<file path="src/rtl/shreg_pkg.sv">
// Shared types for the universal shift register and its bench.
package shreg_pkg;

    typedef enum logic [1:0] {
        MODE_HOLD = 2'b00,
        MODE_SHR  = 2'b01,
        MODE_SHL  = 2'b10,
        MODE_LOAD = 2'b11
    } shift_mode_e;

endpackage : shreg_pkg

</file>
<file path="src/rtl/shreg_bit_cnt.sv">
// Mod-WIDTH shift counter with a registered wrap pulse marking each full word.
module shreg_bit_cnt #(
    parameter int unsigned WIDTH = 8
) (
    input  logic clk,
    input  logic rst,
    input  logic inc,
    input  logic clr,
    output logic wrap
);

    localparam int unsigned CNT_W = $clog2(WIDTH) + 1;

    logic [CNT_W-1:0] cnt_q, cnt_d;
    logic             wrap_q, wrap_d;
    logic             last_c;

    // Next count: clear wins, otherwise count shifts and wrap on the WIDTH-th.
    always_comb begin
        cnt_d  = cnt_q;
        wrap_d = 1'b0;
        last_c = (cnt_q == CNT_W'(WIDTH - 1));
        if (clr) begin
            cnt_d = '0;
        end else if (inc) begin
            if (last_c) begin
                cnt_d  = '0;
                wrap_d = 1'b1;
            end else begin
                cnt_d = cnt_q + CNT_W'(1);
            end
        end
    end

    // Counter and pulse flops; the pulse is rewritten every edge so it lasts one cycle.
    always_ff @(posedge clk or negedge rst) begin
        if (!rst) begin
            cnt_q  <= '0;
            wrap_q <= 1'b0;
        end else begin
            cnt_q  <= cnt_d;
            wrap_q <= wrap_d;
        end
    end

    assign wrap = wrap_q;

endmodule : shreg_bit_cnt

</file>
<file path="src/rtl/univ_shift_reg.sv">
// Universal shift register: hold, shift right, shift left, parallel load.
module univ_shift_reg
    import shreg_pkg::*;
#(
    parameter int unsigned WIDTH = 8
) (
    input  logic             clk,
    input  logic             rst,
    input  logic             en,
    input  logic [1:0]       mode,
    input  logic             sin_r,
    input  logic             sin_l,
    input  logic [WIDTH-1:0] pin,
    output logic [WIDTH-1:0] q,
    output logic             sout_r,
    output logic             sout_l,
    output logic             word_done
);

    logic [WIDTH-1:0] q_q, q_d;
    logic             shift_c;
    logic             load_c;
    shift_mode_e      mode_c;

    // Mode multiplexer for the next register value and counter controls.
    always_comb begin
        q_d     = q_q;
        shift_c = 1'b0;
        load_c  = 1'b0;
        mode_c  = shift_mode_e'(mode);
        if (en) begin
            case (mode_c)
                MODE_SHR: begin
                    q_d     = {sin_r, q_q[WIDTH-1:1]};
                    shift_c = 1'b1;
                end
                MODE_SHL: begin
                    q_d     = {q_q[WIDTH-2:0], sin_l};
                    shift_c = 1'b1;
                end
                MODE_LOAD: begin
                    q_d    = pin;
                    load_c = 1'b1;
                end
                default: q_d = q_q;
            endcase
        end
    end

    // Data register.
    always_ff @(posedge clk or negedge rst) begin
        if (!rst) begin
            q_q <= '0;
        end else begin
            q_q <= q_d;
        end
    end

    shreg_bit_cnt #(
        .WIDTH (WIDTH)
    ) u_bit_cnt (
        .clk  (clk),
        .rst  (rst),
        .inc  (shift_c),
        .clr  (load_c),
        .wrap (word_done)
    );

    assign q      = q_q;
    assign sout_r = q_q[0];
    assign sout_l = q_q[WIDTH-1];

endmodule : univ_shift_reg

</file>
<file path="config.mk">
export PLATFORM = sky130hd
export DESIGN_NAME = univ_shift_reg
export DESIGN_NICKNAME = d
export VERILOG_FILES = /design/src/rtl/shreg_pkg.sv /design/src/rtl/shreg_bit_cnt.sv /design/src/rtl/univ_shift_reg.sv
export SDC_FILE = /design/constraint.sdc
export NUM_CORES = 1
export LEC_CHECK = 0
export BUFFER_PORTS_ARGS = -buffer_cell sky130_fd_sc_hd__buf_2
export CAP_MARGIN = 20
export CORE_MARGIN = 2
export CORE_UTILIZATION = 40
export DETAILED_ROUTE_END_ITERATION = 10
export HOLD_SLACK_MARGIN = 0.06
export PLACE_DENSITY_LB_ADDON = 0.12
export SLEW_MARGIN = 30
export SYNTH_ARGS = -nofsm -noshare
export SYNTH_HDL_FRONTEND = slang
export SYNTH_HIERARCHICAL = 1
export SYNTH_SLANG_ARGS = --single-unit
export TNS_END_PERCENT = 1
</file>
<file path="constraint.sdc">
create_clock -name clk -period 1.7 [get_ports clk]
set_clock_uncertainty 0.1 [all_clocks]
set_input_delay 0.255 -clock clk [delete_from_list [all_inputs] [get_ports clk]]
set_output_delay 0.255 -clock clk [all_outputs]
set_load 0.02 [all_outputs]
</file>
==> flow_metrics.env <==
export IMPL_status="finished clean"
export IMPL_drt_wl_total_mm=1.45
export IMPL_clk_path_buf_depth=2
export IMPL_die_y_um=48.3
export IMPL_ys_seq_area_share_pct=41.5
export IMPL_p_per_area_nw_per_um2=1030
export IMPL_design_area_um2=931
export IMPL_fin_crit_ns=1.32
export IMPL_syn_cell_area_um2=785
export IMPL_clock_sinks=13
export IMPL_area_growth_pct=18.7
export IMPL_grtUsageMet3_pct=5.56
export IMPL_cts_tree="built"
export IMPL_finalNetCount=120
export IMPL_num_rows=16
export IMPL_critical_path_required_ns=1.76
export IMPL_num_io_pins=26
export IMPL_period_share_pct=77.8
export IMPL_drc=0
export IMPL_grt_setup_unrepaired="no"
export IMPL_grt_use_met1_pct=19.4
export IMPL_synth_xor_area_share_pct=1.12
export IMPL_cp_start_kind="input pin"
export IMPL_numCtsBuffers=3
export IMPL_globalRouteMet2Util_pct=18.9
export IMPL_worstSetupPathType="input pin to register"
export IMPL_maxSlewViolCount=0
export IMPL_holdCritPathClass="input pin to register"
export IMPL_yosysTopAreaCellShare_pct=41.5
export IMPL_yosysTopAreaCell="dfrtp_1"
export IMPL_dr_total_vias=604
export IMPL_io_buffers=25
export IMPL_htreeDepth=1
export IMPL_end_kind="register"
export IMPL_relSlewSlack_pct=67.0
export IMPL_syn_num_nets=94
export IMPL_syn_inst=75
export IMPL_antenna_found_initial=0
export IMPL_dpl_cell_area_um2=895
export IMPL_critical_path_arrival_ns=1.39
export IMPL_avgSynthCellArea_um2=10.5
export IMPL_fmax_ghz=0.756
export IMPL_ys_seq_elements=13
export IMPL_coreArea_um2=1900
export IMPL_synth_area_leaders="dfrtp_1 41%, a22o_1 8.9%, ha_1 6.4%"
export IMPL_ant_nets=0
export IMPL_gp_congestion=0.680
export IMPL_top_usage_layer="met1"
export IMPL_irDropWorstVdd_uv=622
export IMPL_yosysUniqueCellTypes=24
export IMPL_dieArea_um2=2330
export IMPL_tightest_slew_ns=0.494
export IMPL_diodes=0
export IMPL_clk_latency_ns=0.27
export IMPL_track_usage_pct=13.8
export IMPL_synth_warnings=6
export IMPL_crit_fanout=6
export IMPL_finalSetupViolations=0
export IMPL_die_x_um=48.3
export IMPL_grt_max_degree=17
export IMPL_timing_final_hold_violations=0
export IMPL_p_leak_nw=0.470
export IMPL_synth_top_family_by_area="compound AO/OA/AOI/OAI gates"
export IMPL_grt_pass1_wl_mm=2.13
export IMPL_drive_above_1_share_pct=36.0
export IMPL_fin_hold_ws_ns=0.145
export IMPL_fin_tns_setup_ns=0
export IMPL_drt_iter0_drc=2
export IMPL_layout_commonest_cell="buf_2"
export IMPL_synth_area_mux_share_pct=3.19
export IMPL_layout_common_cells="25 x buf_2, 13 x dfrtp_1, 8 x a22o_1, 8 x nand2_1, 8 x o21ai_1"
export IMPL_clk_root_buffer_cell="clkbuf_4"
export IMPL_wire_per_inst_um=11.4
export IMPL_synthAdderAreaFrac_pct=6.38
export IMPL_cts_resized=0
export IMPL_maxCapViolCount=0
export IMPL_first_global_vias=464
export IMPL_first_pass_iters=2
export IMPL_n_fill_cell=194
export IMPL_initial_core_util_pct=41.2
export IMPL_grt_ovfl_total=0
export IMPL_avgViaCountPerCell=4.76
export IMPL_clkSlewWorstSetupHoldPaths_ns=0.08
export IMPL_synth_simple_area_share_pct=16.7
export IMPL_synth_compound_area_share_pct=23.0
-- area by class of cell --
type                       count  area (um^2)  area share (%)
inverter                       2         7.51           0.806
clock buffer                   4         26.3            2.82
sequential                    13          325            34.9
multi-input combinational     54          395            42.5
timing repair buffer          27          143            15.3
tap                           27         33.8            3.63
-- per-stage QoR --
stage	util, %	power [mW]	std cells	worst slack, ns
after detailed placement	47.0	0.780	122	0.0896
final	48.9	0.960	127	0.377
after floorplan	-	0.692	75	0.251
after CTS	48.9	0.976	127	0.392
after global routing	48.9	1.04	127	0.326
after global placement	47.0	0.773	122	0.137
-- report_power, final --
part | total [mW] | internal, mW | switching [mW]
combinational | 0.319 | 0.147 | 0.172
sequential | 0.450 | 0.380 | 0.0708
clock | 0.191 | 0.0909 | 0.0998
total | 0.960 | 0.617 | 0.343
-- Yosys cell counts --
library cell   n
nor2_8         1
o21ai_1        8
inv_1          2
a21oi_2        4
mux2i_1        1
mux2_4         1
buf_4          3
dfrtp_1       13
nand3b_1       1
nor2_1         2
xnor2_1        1
nand4b_1       1
and2b_1        1
a22o_1         8
a21oi_1        5
ha_1           4
buf_6          3
and2_1         2
nand4_1        1
nand2_1        8
a21bo_1        1
and4bb_1       1
nand2b_2       1
nor3_1         2
-- critical path, stage by stage --
cell and delay (ns):
buf_2 0.09, inv_1 0.05, ha_1 0.26, and2_1 0.25, nand4_1 0.16, mux2_4 0.31
-- kinds of logic after synthesis --
| group | count (synthesis) |
|---|---|
| fa+ha+maj | 4 |
| buf+inv | 8 |
| flops | 13 |
| compound gates | 26 |
| simple gates | 21 |
| xor+xnor | 1 |
| mux | 2 |
-- path summary, 6_finish.rpt --
path	startpoint	endpoint	slack [ns]	cells past startpoint
worst max register to register	u_bit_cnt/cnt_q[0]	u_bit_cnt/cnt_q[0]	0.48	3
worst min-delay path	sin_r	q[7]	0.14	3
max in group asynchronous	rst	q[0]	0.97	2
min in group asynchronous	rst	u_bit_cnt/wrap	0.30	2
worst min register to register	q[7]	q[7]	0.44	2
worst max-delay path	mode[0]	u_bit_cnt/cnt_q[3]	0.38	6
-- sequential cells by signal, summed over array words and instances (netlist names) --
| name | cells |
|---|---|
| u_bit_cnt/wrap | 1 |
| q | 8 |
| u_bit_cnt/cnt_q | 4 |
-- per-layer routing --
layer | wire length (um) | vias up
li1 | - | 315
met1 | 766 | 268
met2 | 563 | 19
met3 | 102 | 2
met4 | 15 | 0
met5 | 0 | -
-- timing repair --
| action | 4_1_cts | 5_1_grt |
|---|---|---|
| setup endpoints to repair | 0 | 0 |
| buffers inserted | 0 | 0 |
| hold buffers | 1 | 0 |
| endpoints found under the hold margin | 13 | 0 |
Power figures use the tool's default switching activity.
